$ cat config.mk
export PLATFORM = sky130hd
export DESIGN_NAME = fifo_stream_reader
export DESIGN_NICKNAME = d
export VERILOG_FILES = /design/src/rtl/fifo_stream_reader.sv
export SDC_FILE = /design/constraint.sdc
export NUM_CORES = 1
export LEC_CHECK = 0
export ABC_AREA = 1
export BUFFER_PORTS_ARGS = -buffer_cell sky130_fd_sc_hd__buf_2
export CORE_MARGIN = 2
export CORE_UTILIZATION = 35
export DETAILED_ROUTE_END_ITERATION = 16
export HOLD_SLACK_MARGIN = 0.12
export PLACE_DENSITY = 0.55
export SYNTH_ARGS = -nofsm -noshare
export SYNTH_HDL_FRONTEND = slang
export SYNTH_SLANG_ARGS = --single-unit
$ cat constraint.sdc
create_clock -name clk -period 3 [get_ports clk]
set_input_delay 0.9 -clock clk [delete_from_list [all_inputs] [get_ports clk]]
set_output_delay 0.9 -clock clk [all_outputs]
set_load 0.05 [all_outputs]
$ cat src/rtl/fifo_stream_reader.sv
// rtl/fifo_stream_reader.sv - pops a one-cycle-latency FIFO into a valid/ready stream
// A 3-entry skid buffer covers the in-flight read so the FIFO pop never depends on m_ready_i.
module fifo_stream_reader #(
  parameter int  DATA_WIDTH = 32,
  localparam int DW         = (DATA_WIDTH < 1) ? 1 : DATA_WIDTH
) (
  input  logic          clk,
  input  logic          rst,
  input  logic          fifo_empty_i,
  output logic          fifo_rd_en_o,
  input  logic [DW-1:0] fifo_rd_data_i,
  input  logic          flush_i,
  output logic          m_valid_o,
  output logic [DW-1:0] m_data_o,
  input  logic          m_ready_i,
  output logic [1:0]    level_o
);

  logic [DW-1:0] mem_q [3];
  logic [1:0]    head_q, tail_q, occ_q;
  logic          pend_q, valid_q;
  logic [DW-1:0] data_q;

  logic          capture, pop;
  logic [1:0]    head_n, tail_n, occ_n, occ_left;
  logic [DW-1:0] data_n;

  function automatic logic [1:0] wrap_inc(input logic [1:0] p);
    return (p == 2'd2) ? 2'd0 : p + 2'd1;
  endfunction

  // Reserve a slot for the word already in flight, so the buffer can never overflow.
  assign fifo_rd_en_o = ~rst & ~flush_i & ~fifo_empty_i &
                        (({1'b0, occ_q} + {2'b00, pend_q}) < 3'd3);

  always_comb begin
    capture  = pend_q & ~flush_i;
    pop      = valid_q & m_ready_i;
    head_n   = pop ? wrap_inc(head_q) : head_q;
    tail_n   = capture ? wrap_inc(tail_q) : tail_q;
    occ_left = occ_q - {1'b0, pop};
    occ_n    = occ_left + {1'b0, capture};
    // The new head is the word being captured when nothing else remains buffered.
    if (capture && (occ_left == 2'd0)) begin
      data_n = fifo_rd_data_i;
    end else begin
      data_n = mem_q[head_n];
    end
  end

  always_ff @(posedge clk) begin
    if (capture) begin
      mem_q[tail_q] <= fifo_rd_data_i;
    end
  end

  always_ff @(posedge clk or posedge rst) begin
    if (rst) begin
      pend_q  <= 1'b0;
      occ_q   <= 2'd0;
      head_q  <= 2'd0;
      tail_q  <= 2'd0;
      valid_q <= 1'b0;
      data_q  <= '0;
    end else begin
      pend_q <= fifo_rd_en_o;
      if (flush_i) begin
        occ_q   <= 2'd0;
        head_q  <= 2'd0;
        tail_q  <= 2'd0;
        valid_q <= 1'b0;
        data_q  <= '0;
      end else begin
        occ_q   <= occ_n;
        head_q  <= head_n;
        tail_q  <= tail_n;
        valid_q <= (occ_n != 2'd0);
        data_q  <= data_n;
      end
    end
  end

  assign m_valid_o = valid_q;
  assign m_data_o  = data_q;
  assign level_o   = occ_q;

endmodule

* Yosys cells after proc, flatten, opt, wreduce, memory -nomap -nowiden
Memory sizes are Yosys's and may differ from the RTL's.
Index checks and enable logic that the tools add are counted.
** Storage, ports and cells
- Register bits :: 40
- Memory bits (writable) :: 96
- Input port bits :: 37
- Output and inout bits :: 36
- Logic and storage cells :: 39
- Memories kept :: 1
** Cells by class
- $add $sub $neg :: 5
- $lt $le $gt $ge :: 1
- Eq/ne operators :: 2
- Muxes and demuxes :: 12
- Bitwise operators :: 8
- Reduce and logical (&&, ||, !) cells :: 4
** Memories
- mem_q :: words 3, bits a word 32, read ports 1, clocked after Yosys merged registers in 0, write ports 1, line 19 : logic [DW-1:0] mem_q [3];
** Operator list (number)
- $mux W32 :: 2
- $mux W2 :: 7
- $and A1 B1 Y1 :: 5
- $add A2 B1 Y2 const B :: 2
- $eq A2 B2 Y1 const B :: 2
- $reduce_bool A2 Y1 :: 2
- $add A2 B1 Y3 :: 1
- $lt A3 B2 Y1 const B :: 1
- $mux W1 :: 3
- $not A1 Y1 :: 3
- $add A2 B1 Y2 :: 1
- $logic_not A2 Y1 :: 1
- $sub A2 B1 Y2 :: 1
- $logic_and A1 B1 Y1 :: 1

* Depth between registers and ports, before layout
Gate-level depths: netlist of the first run.
- Depth after elaboration :: 6
- Depth in mapped cells :: 9

* Worst setup path before layout of the first run
No wires, ideal clock.
- Kind :: input -> register
- Start :: in flush_i
- End :: mem mem_q[2][0] (netlist name), enable pin
- Data arrival time :: 3291 ps
- Setup slack :: -753 ps
- Stages on the path :: 3
- Path buffers :: 0
- Cells stage by stage :: inv_4 -> nand2_8 -> nor3_1
** Between the ends
- Longest elaborated chain between the ends :: 4
** RTL lines
- start: declaration :: line 12 : input logic flush_i,
- $not A1 Y1 :: line 37 : capture = pend_q & ~flush_i;
- $and A1 B1 Y1 :: line 37
- $mux W1 :: line 52 : if (capture) begin
- $mux W1 (implied by the code) :: line 53 : mem_q[tail_q] <= fifo_rd_data_i;
- end: declaration :: line 19
No other way between the ends.

* Final worst setup path of the first run
- Start :: reg pend_q
- End :: out fifo_rd_en_o
** Between the ends
- Longest elaborated chain between the ends :: 3
** RTL lines
- start: declaration :: line 21 : logic pend_q, valid_q;
- start signal: assignment :: line 66 : pend_q <= fifo_rd_en_o;
- $add A2 B1 Y3 :: line 34 : (({1'b0, occ_q} + {2'b00, pend_q}) < 3'd3);
- $lt A3 B2 Y1 :: line 34
- $and A1 B1 Y1 :: line 33 : assign fifo_rd_en_o = ~rst & ~flush_i & ~fifo_empty_i &
- end: declaration :: line 10 : output logic fifo_rd_en_o,
No other way between the ends.

==> results of run 1 <==
==> critical path, cell delays in order, from the launching register on <==
cell	delay (ps)
dfrtp_1	460
ha_1	220
ha_1	170
nor2_1	80
nand3_1	80
a21oi_2	120
buf_2	270
==> how the worst max path moves through the flow <==
stage / startpoint / to / slack, ps / depth (start not counted)
2_1_floorplan: rst / fifo_rd_en_o / 110 / 3
3_3_place_gp: flush_i / fifo_rd_en_o / 470 / 5
3_5_place_dp: flush_i / fifo_rd_en_o / 460 / 5
4_1_cts: pend_q / fifo_rd_en_o / 250 / 6
5_1_grt: pend_q / fifo_rd_en_o / 180 / 6
6_report: pend_q / fifo_rd_en_o / 290 / 6
==> cells by family after synthesis <==
group	after synthesis	share of synthesized area, %
AO/OA/AOI/OAI	69	7.82
XOR/XNOR	1	0.147
buffers and inverters	137	9.94
flip-flops	136	65.2
AND/OR/NAND/NOR	192	16.2
adder cells (fa/ha/maj)	3	0.631
==> synth_stat cells <==
| cell | count | area (µm²) |
|---|---|---|
| nand3_1 | 130 | 651 |
| or2_2 | 1 | 6.26 |
| nand2_1 | 37 | 139 |
| dfrtp_1 | 40 | 1000 |
| a21oi_2 | 29 | 254 |
| a21oi_1 | 5 | 25.0 |
| buf_8 | 1 | 15.0 |
| ha_1 | 3 | 37.5 |
| inv_2 | 9 | 33.8 |
| o22ai_1 | 3 | 18.8 |
| o21ai_2 | 2 | 17.5 |
| clkbuf_1 | 3 | 11.3 |
| buf_6 | 5 | 56.3 |
| xnor2_1 | 1 | 8.76 |
| nand2_2 | 12 | 75.1 |
| nor2_8 | 1 | 20.0 |
| edfxtp_1 | 96 | 2880 |
| nand2_8 | 2 | 40.0 |
| buf_2 | 21 | 105 |
| inv_1 | 97 | 364 |
| nor3_1 | 1 | 5.00 |
| o21ai_1 | 30 | 150 |
| inv_4 | 1 | 6.26 |
| nor2_1 | 8 | 30.0 |
==> area by class of cell <==
class                           instances  area, µm²  share of cell area [%]
Sequential cell                       136       3880                    54.0
Multi-Input combinational cell        265       1510                    21.0
Timing Repair Buffer                   91        541                    7.52
Clock buffer                           22        474                    6.59
Inverter                              107        408                    5.67
Tap cell                              220        275                    3.83
Clock inverter                         10        100                    1.39
Antenna cell                            1       2.50                  0.0348
==> metal layers <==
layer / up-vias / global-route usage [%]
li1: 1966 / -
met1: 1989 / 21.5
met4: 0 / 7.02
met2: 105 / 26.6
met5: - / 0
met3: 15 / 4.16
==> through the flow <==
stage / setup slack (ps) / util, % / total power, mW / instances
2_1_floorplan: 105 / - / 3.32 / 538
3_3_place_gp: 466 / 39.9 / 3.69 / 819
3_5_place_dp: 457 / 39.9 / 3.71 / 819
4_1_cts: 249 / 43.4 / 5.73 / 851
5_1_grt: 183 / 43.4 / 5.93 / 851
6_report: 286 / 43.4 / 5.67 / 852
==> state kept, by name, summed over array words and instances, names as in the netlist <==
signal	cells
head_q	2
m_data_o	32
mem_q	96
m_valid_o	1
level_o	2
tail_q	2
pend_q	1
==> power by group through the flow <==
stage / logic, mW / clock network [mW] / registers (mW)
final: 1.47 / 2.01 / 2.20
after floorplan: 0.674 / 0 / 2.64
after global placement: 1.45 / 0 / 2.24
after CTS: 1.48 / 2.05 / 2.20
after detailed placement: 1.48 / 0 / 2.23
after global routing: 1.58 / 2.14 / 2.21
==> results.yml, run 1 <==
critical_path:
  worstPathArrival_ps: 1810
  regToRegEndpoint: "m_data_o[21]"
  required_ps: 2100
  start_kind: "flop"
  r2r_cells: 7
  endpoint_kind: "output port"
  worstSetupPathType: "flop to output port"
  regToRegSetupSlack_ps: 1220
  r2r-start: "m_valid_o"
  crit_path_max_fanout: 3
hold_path:
  whs_endpoint: "tail_q[1]"
  min_path_type: "flop to flop"
  min_path_cells: 2
  hold_path_startpoint: "tail_q[1]"
synthesis:
  synth_area_um2: 5950
  synth-seq-area-share_pct: 65.2
  synth.distinct_cells: 24
  synth-seq-cells: 136
  synth_area_per_cell_um2: 11.1
  synthesis.instances: 538
  syn_nets: 578
  ys_warn_count: 0
clocking:
  cts.sink_count: 136
  clkLatencyLatePin_ps: 420
  root_buffer: "clkbuf_16"
  clk_pin_slew_ps: 50
  cts_buffers: 17
  postCtsHoldBufs: 0
  cts_resized: 0
  cts_tree: "yes"
  clk_path_buf_depth: 2
  cts_setup_buffers: 0
  cts.htree.levels: 4
power:
  cellInternalPower_mw: 3.81
  p_per_area_nw_per_um2: 789
  pwr-share-clk_pct: 35.4
  swShare_pct: 32.8
  power.leakage_nw: 3.20
  combinationalPowerShare_pct: 25.9
  ir_drop_mv: 0.419
  power_frac_seq_pct: 38.7
  switchingPower_mw: 1.86
placement:
  io_buffers: 72
  place_congestion: 0.728
  dpl-instance-area_um2: 6620
  dp_hpwl_um: 8240
layout:
  syn_to_final_growth_pct: 20.8
  fillers: 1583
  final_common_cell: "nand3_1"
  nets: 658
  final_cell_mix: "nand3_1 (130), inv_1 (96), edfxtp_1 (96)"
  finalInstanceArea_um2: 7190
  drive_above_1_share_pct: 28.4
sta:
  whs_ps: 596
  hold_violations: 0
  fmax_mhz: 368
  period_needed_ps: 2710
  rsz0062_at_grt: "no"
  period_share_pct: 90.5
  setup_tns_ps: 0
  setup_viol: 0
  maxSlewViolCount: 0
  slew_headroom_pct: 60.5
  skew_ps: 5.31
  tightestPinTransition_ps: 593
global_route:
  antenna_found_initial: 1
  grt_pass1_wl_um: 22400
  grt_usage_pct: 16.6
  grt-ovfl-total: 0
  grt_pass1_vias: 4101
  grt_start_max_net_pins: 65
floorplanning:
  die_w_um: 134
  core-area_um2: 16600
  boundaryPins: 73
  start_util_pct: 35.9
  num_rows: 47
  die_h_um: 134
  dieArea_um2: 18100
routing:
  wl_um: 14100
  drtIter0Drc: 270
  wl_met1_um: 6190
  ant_nets: 0
  dr_wl_met3_um: 819
  highest_layer: "met4"
  drc: 0
  wl_met2_um: 6930
  vias: 4075
  firstDrtPassIters: 4
  vias_per_cell: 4.78
  wl_per_cell_um: 16.6
status:
  status: "complete, no violations"
job:
  cap_violations: 0
Note: power is estimated with default switching activity, not from simulation.
==> run 2: changes to the inputs <==
- PLACE_DENSITY: 0.55 -> unset
==> results.yml, run 2 (synthesized netlist as in run 1, its figures left out) <==
status:
  status: "complete, no violations"
power:
  power.leakage_nw: 3.21
  ir_drop_mv: 0.453
  switchingPower_mw: 1.92
  cellInternalPower_mw: 3.84
  swShare_pct: 33.3
  combinationalPowerShare_pct: 25.7
  pwr-share-clk_pct: 36.2
  p_per_area_nw_per_um2: 801
  power_frac_seq_pct: 38.1
critical_path:
  crit_path_max_fanout: 3
  start_kind: "flop"
  required_ps: 2100
  worstSetupPathType: "flop to output port"
  worstPathArrival_ps: 1830
  endpoint_kind: "output port"
global_route:
  grt_pass1_vias: 4307
  grt_start_max_net_pins: 65
  antenna_found_initial: 1
  grt_pass1_wl_um: 22700
  grt_usage_pct: 16.7
  grt-ovfl-total: 0
placement:
  place_congestion: 0.719
  dpl-instance-area_um2: 6590
  dp_hpwl_um: 8330
  io_buffers: 72
hold_path:
  min_path_type: "flop to flop"
clocking:
  cts_resized: 0
  cts_buffers: 17
  postCtsHoldBufs: 0
  cts_setup_buffers: 0
  cts.sink_count: 136
  clkLatencyLatePin_ps: 420
  clk_path_buf_depth: 2
  cts.htree.levels: 4
  clk_pin_slew_ps: 60
  cts_tree: "yes"
  root_buffer: "clkbuf_16"
layout:
  finalInstanceArea_um2: 7180
  nets: 660
  largest_reg_flops: 96
  final_cell_mix: "nand3_1 (130), inv_1 (96), edfxtp_1 (96)"
  syn_to_final_growth_pct: 20.7
  top_register: "mem_q"
  drive_above_1_share_pct: 29.1
  final_common_cell: "nand3_1"
floorplanning:
  num_rows: 47
  boundaryPins: 73
  dieArea_um2: 18100
  start_util_pct: 35.9
  core-area_um2: 16600
  die_w_um: 134
  die_h_um: 134
routing:
  drtIter0Drc: 268
  vias: 4175
  firstDrtPassIters: 4
  ant_nets: 0
  vias_per_cell: 4.89
  wl_um: 14300
  drc: 0
  wl_per_cell_um: 16.8
sta:
  skew_ps: 6.55
  rsz0062_at_grt: "no"
  period_share_pct: 90.9
  setup_tns_ps: 0
  fmax_mhz: 367
  period_needed_ps: 2730
  hold_violations: 0
  setup_viol: 0
  maxSlewViolCount: 0
  slew_headroom_pct: 60.9
  tightestPinTransition_ps: 587
job:
  cap_violations: 0
==> run 2: cell types whose count changed in the layout (fill, tap and decap cells not counted) <==
cell and delta:
buf_12 -3, buf_4 +5, bufinv_16 +1, clkbuf_8 -3
clkinv_1 -3, clkinv_2 +2, clkinv_4 +3
==> run 2: path summary, 6_finish.rpt <==
kind	startpoint	end	slack, ps	cells past startpoint
setup / recovery	pend_q	fifo_rd_en_o	270	6
hold / removal	tail_q[1]	tail_q[1]	610	2
setup reg to reg	m_valid_o	m_data_o[20]	1390	6
hold reg to reg	tail_q[1]	tail_q[1]	610	2
max in group asynchronous	rst	m_data_o[7]	1940	3
min in group asynchronous	rst	level_o[1]	660	3
==> run 2: per-stage QoR <==
step                      worst slack [ps]  total power [mW]  instances  hold WS, ps  utilization [%]
final                                  272              5.76        854          606             43.3
after floorplan                        105              3.32        538          522                -
after global placement                 451              3.69        821          557             39.8
after global routing                   168              5.99        853          634             43.3
after detailed placement               452              3.72        821          592             39.8
after CTS                              221              5.80        853          607             43.3
==> run 2: critical path, stage by stage (launching register included) <==
cell	delay [ps]
dfrtp_1	440
ha_1	210
ha_1	170
nor2_1	90
nand3_1	80
a21oi_2	130
buf_2	280
==> run 2: power groups by stage <==
stage / combinational (mW) / clock [mW] / sequential, mW
final: 1.48 / 2.08 / 2.20
after floorplan: 0.674 / 0 / 2.64
after global placement: 1.46 / 0 / 2.23
after CTS: 1.49 / 2.11 / 2.20
after global routing: 1.59 / 2.19 / 2.21
after detailed placement: 1.48 / 0 / 2.23
==> run 2: per-layer routing <==
layer | global-route usage (%) | routed length (µm)
met5 | 0 | 0
met4 | 5.91 | 221
met3 | 4.95 | 797
met2 | 28.5 | 7260
met1 | 20.0 | 6060
==> run 2: cell type report <==
class	count	area (µm²)
multi-input combinational	265	1510
timing repair buffer	93	518
antenna	1	2.50
tap	220	275
sequential	136	3880
clock inverter	13	155
inverter	107	408
fill	1601	9400
clock buffer	19	433
